File: config.mk
export PLATFORM = sky130hd
export DESIGN_NAME = rvga_ddr_arbiter
export DESIGN_NICKNAME = d
export VERILOG_FILES = /design/src/rtl/rvga_ddr_arbiter_pkg.sv /design/src/rtl/rvga_arb_picker.sv /design/src/rtl/rvga_ddr_arbiter.sv
export VERILOG_INCLUDE_DIRS = /design/src /design/src/rtl
export SDC_FILE = /design/constraint.sdc
export NUM_CORES = 1
export LEC_CHECK = 0
export ABC_AREA = 1
export ABC_CLOCK_PERIOD_IN_PS = 24800
export CAP_MARGIN = 20
export CORE_AREA = 3 3 542 544
export CTS_BUF_LIST = sky130_fd_sc_hd__clkbuf_8
export DETAILED_ROUTE_END_ITERATION = 7
export DIE_AREA = 0 0 545 547
export GPL_ROUTABILITY_DRIVEN = 0
export PLACE_DENSITY = 0.3
export SLEW_MARGIN = 0
export SYNTH_ARGS = -nofsm -noshare
export SYNTH_HDL_FRONTEND = slang
export SYNTH_SLANG_ARGS = --single-unit
File: constraint.sdc
create_clock -name clk -period 24.8 [get_ports clk]
set_input_delay 7.44 -clock clk [delete_from_list [all_inputs] [get_ports clk]]
set_output_delay 7.44 -clock clk [all_outputs]
set_load 0.1 [all_outputs]
File: src/rtl/rvga_types.svh
// rtl/rvga_types.svh - shared rvga word, cacheline and DDR arbiter state types

typedef logic [31:0]  rvga_word;
typedef logic [255:0] rvga_cacheline;

typedef enum logic {
    ARB_IDLE = 1'b0,
    ARB_BUSY = 1'b1
} rvga_ddr_arb_state_e;

File: src/rtl/rvga_ddr_arbiter_pkg.sv
// rtl/rvga_ddr_arbiter_pkg.sv - types and helpers for the DDR port arbiter

package rvga_ddr_arbiter_pkg;

`include "rvga_types.svh"

    // Channel index width; a single channel still carries a 1-bit index.
    function automatic int idx_width(input int n);
        return (n > 1) ? $clog2(n) : 1;
    endfunction

endpackage

File: src/rtl/rvga_arb_picker.sv
// rtl/rvga_arb_picker.sv - combinational channel picker, search starts at ptr_i

module rvga_arb_picker #(
    parameter int NUM_CH = 2,
    parameter int IDX_W  = 1
) (
    input  logic [NUM_CH-1:0] req_i,
    input  logic [IDX_W-1:0]  ptr_i,
    output logic              valid_o,
    output logic [IDX_W-1:0]  idx_o
);

    logic [IDX_W-1:0] cand;

    // Walk candidates from the farthest offset back to ptr_i so the nearest requester wins.
    always_comb begin
        valid_o = 1'b0;
        idx_o   = '0;
        cand    = '0;
        for (int k = NUM_CH - 1; k >= 0; k--) begin
            cand = IDX_W'((int'(ptr_i) + k) % NUM_CH);
            if (req_i[cand]) begin
                valid_o = 1'b1;
                idx_o   = cand;
            end
        end
    end

endmodule

File: src/rtl/rvga_ddr_arbiter.sv
// rtl/rvga_ddr_arbiter.sv - shares one DDR port between L1 channels (macro RVGA_DDR_ARB_RR_EN selects round-robin)

module rvga_ddr_arbiter
    import rvga_ddr_arbiter_pkg::*;
#(
    parameter int NUM_CH = 2,
    parameter int ADDR_W = 32,
    parameter int LINE_W = 256
) (
    input  logic                     clk,
    input  logic                     rst,
    input  logic [NUM_CH*ADDR_W-1:0] l1_arb_addr,
    input  logic [NUM_CH-1:0]        l1_arb_read,
    input  logic [NUM_CH-1:0]        l1_arb_write,
    input  logic [NUM_CH*LINE_W-1:0] l1_arb_wdata,
    output logic [LINE_W-1:0]        arb_l1_rdata,
    output logic [NUM_CH-1:0]        arb_l1_resp,
    output logic [ADDR_W-1:0]        arb_ddr_addr,
    output logic                     arb_ddr_read,
    output logic                     arb_ddr_write,
    output logic [LINE_W-1:0]        arb_ddr_wdata,
    input  logic [LINE_W-1:0]        ddr_arb_rdata,
    input  logic                     ddr_arb_resp
);

    localparam int IDX_W = idx_width(NUM_CH);

    rvga_ddr_arb_state_e state_q;
    logic [IDX_W-1:0]    idx_q;
    logic [ADDR_W-1:0]   addr_q;
    logic [LINE_W-1:0]   wdata_q;
    logic                ddr_read_q;
    logic                ddr_write_q;

    logic [NUM_CH-1:0]   req;
    logic                pick_valid;
    logic [IDX_W-1:0]    pick_idx;
    logic [IDX_W-1:0]    ptr;

    assign req = l1_arb_read | l1_arb_write;

    rvga_arb_picker #(
        .NUM_CH (NUM_CH),
        .IDX_W  (IDX_W)
    ) u_picker (
        .req_i   (req),
        .ptr_i   (ptr),
        .valid_o (pick_valid),
        .idx_o   (pick_idx)
    );

`ifdef RVGA_DDR_ARB_RR_EN
    logic [IDX_W-1:0] ptr_q;
    logic [IDX_W-1:0] ptr_d;

    // Next search start is the slot just after the channel being granted.
    always_comb begin
        ptr_d = (pick_idx == IDX_W'(NUM_CH - 1)) ? '0 : pick_idx + 1'b1;
    end

    // Pointer advances on every grant, including grants later abandoned by reset.
    always_ff @(posedge clk or posedge rst) begin
        if (rst) begin
            ptr_q <= '0;
        end else if (state_q == ARB_IDLE && pick_valid) begin
            ptr_q <= ptr_d;
        end
    end

    assign ptr = ptr_q;
`else
    // Fixed priority: always search from channel 0.
    assign ptr = '0;
`endif

    // Two-state grant FSM; DDR request lines are registered and frozen while busy.
    always_ff @(posedge clk or posedge rst) begin
        if (rst) begin
            state_q     <= ARB_IDLE;
            idx_q       <= '0;
            addr_q      <= '0;
            wdata_q     <= '0;
            ddr_read_q  <= 1'b0;
            ddr_write_q <= 1'b0;
        end else begin
            case (state_q)
                ARB_IDLE: begin
                    if (pick_valid) begin
                        idx_q       <= pick_idx;
                        addr_q      <= l1_arb_addr[pick_idx*ADDR_W +: ADDR_W];
                        wdata_q     <= l1_arb_wdata[pick_idx*LINE_W +: LINE_W];
                        ddr_write_q <= l1_arb_write[pick_idx];
                        ddr_read_q  <= ~l1_arb_write[pick_idx];
                        state_q     <= ARB_BUSY;
                    end
                end
                ARB_BUSY: begin
                    if (ddr_arb_resp) begin
                        ddr_read_q  <= 1'b0;
                        ddr_write_q <= 1'b0;
                        state_q     <= ARB_IDLE;
                    end
                end
                default: begin
                    state_q <= ARB_IDLE;
                end
            endcase
        end
    end

    // Completion is steered to the granted channel in the same cycle DDR answers.
    always_comb begin
        arb_l1_resp = '0;
        if (state_q == ARB_BUSY && ddr_arb_resp) begin
            arb_l1_resp[idx_q] = 1'b1;
        end
    end

    assign arb_l1_rdata  = ddr_arb_rdata;
    assign arb_ddr_addr  = addr_q;
    assign arb_ddr_wdata = wdata_q;
    assign arb_ddr_read  = ddr_read_q;
    assign arb_ddr_write = ddr_write_q;

endmodule

Word level (Yosys, flattened, before mapping)
Cells that the tools add are included.
{"block": "word_totals", "ramBits": 0, "latch_bits": 0, "output_inout_bits": 548, "inputBits": 839, "regBits": 292, "elab_cells": 36, "memories": 0, "mem_bits_ro": 0}
{"block": "op_classes", "reduce_logical": 4, "div": 0, "n_shift": 2, "n_mul": 0, "addsub": 0, "n_eq_ne": 2, "n_lt_le_gt_ge": 3, "bitwise": 3, "n_mux": 16}
{"op": "512-bit by 10-bit indexed part select with 256-bit output", "n": 1}
{"op": "64-bit by 7-bit indexed part select with 32-bit output", "n": 1}
{"op": "1-bit 2-to-1 mux", "n": 11}
{"op": "1-bit one-hot mux with 2 select lines", "n": 3}
{"op": "1-bit by 2-bit < comparator with 1-bit output (second input constant)", "n": 2}
{"op": "2-bit != test (second input constant)", "n": 2}
{"op": "2-bit AND reduction", "n": 2}
{"op": "1-bit logical AND", "n": 2}
{"op": "2-bit 2-to-1 mux", "n": 1}
{"op": "1-bit NOT", "n": 2}
{"op": "2-bit OR", "n": 1}
{"op": "1-bit demux with 1-bit select", "n": 1}
{"op": "1-bit >= comparator (second input constant)", "n": 1}

Logic depth before layout (Yosys ltp)
{"block": "depth", "depth_word": 8, "depth_mapped": 9, "mapped_depth_nobuf": 7}

By module
Synthesis repeated with hierarchy kept, for this count alone.
{"block": "unflattened", "cells_unflattened": 2432, "hier_area_um2": 16467.0}
{"module": "rvga_ddr_arbiter", "cells_per_inst": 2428, "seq_area_each_um2": 7307.0, "n_inst": 1, "area_each_um2": 16448.3}
{"module": "rvga_arb_picker", "cells_per_inst": 4, "seq_area_each_um2": 0.0, "n_inst": 1, "area_each_um2": 18.8}

Least setup slack after synthesis
No wires, ideal clock.
{"block": "synth_path", "path_type": "in2out", "from": "input ddr_arb_resp", "to": "output arb_l1_resp[0]", "n_path_buf": 0, "arrival_time_ns": 8.774, "t_required_ns": 17.360, "stages": 2, "setup_slack_ns": 8.586, "path_cell_list": "nand2_1 nor2_1"}
{"block": "synth_via", "elab_chain_cells": 2}
{"element": "start: declaration", "line": "rvga_ddr_arbiter.sv:23", "source": "input logic ddr_arb_resp"}
{"element": "1-bit logical AND", "line": "rvga_ddr_arbiter.sv:114", "source": "if (state_q == ARB_BUSY && ddr_arb_resp) begin"}
{"element": "2-bit 2-to-1 mux", "line": "rvga_ddr_arbiter.sv:114"}
{"element": "end: declaration", "line": "rvga_ddr_arbiter.sv:17", "source": "output logic [NUM_CH-1:0] arb_l1_resp,"}
Every way passes these cells.

Worst setup path after layout
Same ends and word-level chain as after synthesis.

==> impl_metrics.env <==
export IMPL_cts_buffers_inserted=78
export IMPL_number_of_synthesized_flops_with_an_enable_pin=0
export IMPL_peakVddDrop_uv=97.7
export IMPL_min_delay_path_class="register to register"
export IMPL_setup_ws_ps=8060
export IMPL_grtUsageTotal_pct=10.6
export IMPL_critPathMostFrequentCell="sky130_fd_sc_hd__clkdlybuf4s50_1"
export IMPL_sequentialPowerShare_pct=18.4
export IMPL_p_int_w=0.00170
export IMPL_arrival_ps=9300
export IMPL_rsz0062_at_grt="no"
export IMPL_crit_family="buffers and inverters"
export IMPL_die_area_mm2=0.298
export IMPL_run_status="finished, final reports clean"
export IMPL_whs_endpoint="arb_ddr_wdata[126]$_DFFE_PP0P_"
export IMPL_drc_errors=0
export IMPL_io_buffers=874
export IMPL_power_combinational_fraction_pct=65.5
export IMPL_final_hold_viol_count=0
export IMPL_viasPerCell=2.71
export IMPL_postSynthCellCount=2459
export IMPL_timing_critical_path_buf_inv=2
export IMPL_die_width_um=545
export IMPL_power_w=0.00455
export IMPL_htree_num_levels=3
export IMPL_post_route_cells_drive_above_1_share_pct=7.17
export IMPL_dpl_hpwl_um=137000
export IMPL_yosys_warnings=0
export IMPL_via_count=19000
export IMPL_regToRegStartpoint="state_q$_DFF_PP0_"
export IMPL_share_of_flip_flops_with_an_asynchronous_set_or_reset_after_synthesis_pct=100
export IMPL_clk_pin_slew_worst_paths_ps=50
export IMPL_final_max_slew_viol_count=0
export IMPL_post_cts_resized=0
export IMPL_synth_cells_most_frequent="sky130_fd_sc_hd__nand2_1 (1446), sky130_fd_sc_hd__dfrtp_1 (292), sky130_fd_sc_hd__nand3_1 (290), sky130_fd_sc_hd__buf_4 (262), sky130_fd_sc_hd__buf_2 (110)"
export IMPL_syn2layout_area_growth_pct=73.5
export IMPL_setup_worst_path_end_class="output pin"
export IMPL_worst_slew_margin_rel_pct=21.8
export IMPL_max_cap_viol_count=0
export IMPL_postSynthNetCount=3298
export IMPL_timing_critical_path_slowest_stage_cell="sky130_fd_sc_hd__clkdlybuf4s50_1"
export IMPL_wire_length_of_the_first_global_routing_pass_um=207000
export IMPL_synth_most_common_cell="sky130_fd_sc_hd__nand2_1"
export IMPL_synth_seq_area_share_pct=42.6
export IMPL_detailedRoute_firstIterationViolations=1002
export IMPL_hp_start="arb_ddr_wdata[126]$_DFFE_PP0P_"
export IMPL_synthesis_area_mm2=0.0171
export IMPL_count_of_buffers_added_by_post_cts_timing_repair_for_setup=0
export IMPL_antenna_found_initial=166
export IMPL_firstDrtPassIters=5
export IMPL_cts_hold_fix_buffers=0
export IMPL_cpPeakStageDelay_ps=1140
export IMPL_worstMarginPinSlew_ps=1170
export IMPL_min_delay_path_depth=2
export IMPL_placed_cells=6847
export IMPL_ff2ff_setup_slack_ps=21780
export IMPL_clk_insertion_delay_late_ps=890
export IMPL_cts_root_buffer="sky130_fd_sc_hd__clkbuf_8"
export IMPL_yosys_register_bits=292
export IMPL_die_outline_height_um=547
export IMPL_grt_overflow_total=0
export IMPL_worstSetupStartpointType="input pin"
export IMPL_antenna_viol_nets_final=0
export IMPL_worst_clock_skew_ps=78.3
export IMPL_timing_critical_path_fanout_max=4
export IMPL_synth_lib_cells_used_distinct=14
export IMPL_worst_hold_slack_ps=473
export IMPL_clockPowerShare_pct=16.1
export IMPL_final_instance_count_excl_fill=7008
export IMPL_setup_viol_count_final=0
export IMPL_cts_tree="built"
export IMPL_most_area_consuming_cells_after_synthesis="sky130_fd_sc_hd__dfrtp_1 (43%), sky130_fd_sc_hd__nand2_1 (32%), sky130_fd_sc_hd__buf_4 (11%)"
export IMPL_coreArea_mm2=0.290
export IMPL_boundaryPins=1387
export IMPL_routed_wire_length_per_instance_um=23.5
export IMPL_clock_tree_buffer_depth=4
export IMPL_via_count_of_the_first_global_routing_pass=19500
export IMPL_grt_max_degree=110
export IMPL_crit_path_cell_trace="clkdlybuf4s50_1, nand2_1, nor2_1, clkdlybuf4s50_1"
export IMPL_drt_total_wl_um=164000
export IMPL_finalWorstPathRequiredPeriod_ps=16740
export IMPL_power_density_mw_per_mm2=153
export IMPL_fillerInstances=33900
export IMPL_power_share_switching_pct=62.5
export IMPL_max_freq_mhz=59.8
export IMPL_placement_rows=198
export IMPL_floorplan_initialDensity_pct=5.91
export IMPL_clock_sinks=292
export IMPL_post_route_period_util_pct=67.5
export IMPL_totalNegativeSetupSlack_ps=0
export IMPL_net_switching_power_w=0.00285
export IMPL_p_leak_nw=13.2
export IMPL_synth_largest_area_cell="sky130_fd_sc_hd__dfrtp_1"
export IMPL_num_nets_final=3866
export IMPL_worstPathRequired_ps=17360
export IMPL_synth_largest_type_area_fraction_pct=42.6
export IMPL_postSynth_topFlopCell="sky130_fd_sc_hd__dfrtp_1"
export IMPL_worst_setup_path_type="input pin to output pin"
export IMPL_post_synth_cell_area_avg_um2=6.97
export IMPL_place_worst_setup_slack_ps=8080
export IMPL_worst_r2r_endpoint="arb_ddr_wdata[142]$_DFFE_PP0P_"
export IMPL_worst_r2r_cell_count=7
-- worst register-to-register path, stage by stage, from the launching register on --
cell and delay, ps:
sky130_fd_sc_hd__dfrtp_1 400, sky130_fd_sc_hd__inv_1 190, sky130_fd_sc_hd__nand2_8 230, sky130_fd_sc_hd__inv_8 440, sky130_fd_sc_hd__buf_4 530, sky130_fd_sc_hd__buf_4 750, sky130_fd_sc_hd__nand2_1 350, sky130_fd_sc_hd__nand2_1 130
-- power by group through the flow --
stage                     Combinational (W)  Clock, W  Sequential (W)
after floorplan                    0.000622         0         0.00247
after global placement              0.00304         0        0.000840
after detailed placement            0.00304         0        0.000844
after CTS                           0.00305  0.000788        0.000841
after global routing                0.00312  0.000797        0.000867
final                               0.00298  0.000733        0.000838
-- layout by cell type (no fill, tap or decap), types with 3 or more instances in the layout --
cell type / instances
sky130_fd_sc_hd__nand3_1: 290
sky130_fd_sc_hd__bufinv_16: 9
sky130_fd_sc_hd__clkdlybuf4s50_1: 794
sky130_fd_sc_hd__buf_2: 8
sky130_fd_sc_hd__nand2_8: 3
sky130_fd_sc_hd__o21ai_0: 3
sky130_fd_sc_hd__buf_4: 95
sky130_fd_sc_hd__diode_2: 24
sky130_fd_sc_hd__clkinv_2: 3
sky130_fd_sc_hd__nor2_1: 5
sky130_fd_sc_hd__clkbuf_8: 91
sky130_fd_sc_hd__clkinvlp_4: 3
sky130_fd_sc_hd__dfrtp_1: 292
sky130_fd_sc_hd__inv_1: 33
sky130_fd_sc_hd__nand2_1: 1446
-- cell type report --
cell class	instances	area (um^2)	area share (%)
inverter	6	37.5	0.126
antenna	24	60.1	0.202
timing repair buffer	901	8770	29.5
clock inverter	46	434	1.46
multi-input combinational	1748	6980	23.5
sequential	292	7310	24.6
tap	3900	4880	16.4
clock buffer	91	1250	4.21
-- worst max-delay path by stage --
| stage | startpoint | end | cells after the start |
|---|---|---|---|
| 2_1_floorplan | ddr_arb_resp | arb_l1_resp[0] | 2 |
| 3_3_place_gp | ddr_arb_resp | arb_l1_resp[1] | 4 |
| 3_5_place_dp | ddr_arb_resp | arb_l1_resp[0] | 4 |
| 4_1_cts | ddr_arb_resp | arb_l1_resp[0] | 4 |
| 5_1_grt | ddr_arb_resp | arb_l1_resp[0] | 4 |
| 6_report | ddr_arb_resp | arb_l1_resp[0] | 4 |
-- per-layer routing --
layer | part of all wire [%] | track usage (%)
met2 | 41 | 15.6
met5 | 0.40 | 0
met4 | 6.2 | 5.80
met3 | 13 | 5.77
met1 | 40 | 12.2
-- flip-flops by register name, summed over array words and instances (netlist names) --
signal / flops
arb_ddr_read: 1
state_q: 1
arb_ddr_wdata: 256
idx_q: 1
arb_ddr_write: 1
arb_ddr_addr: 32
-- cells by family after synthesis --
logic type      synth area share, %
simple gates                   40.4
flops                          42.6
compound gates               0.0876
buf+inv                        16.9
-- metrics by stage --
step / area [um^2] / utilization (%)
global placement: 28000 / 9.64
global route: 29700 / 10.2
detailed placement: 28000 / 9.65
floorplan: 17100 / -
finish: 29700 / 10.2
CTS: 29700 / 10.2
No activity file was read; power rests on OpenSTA's default activity.
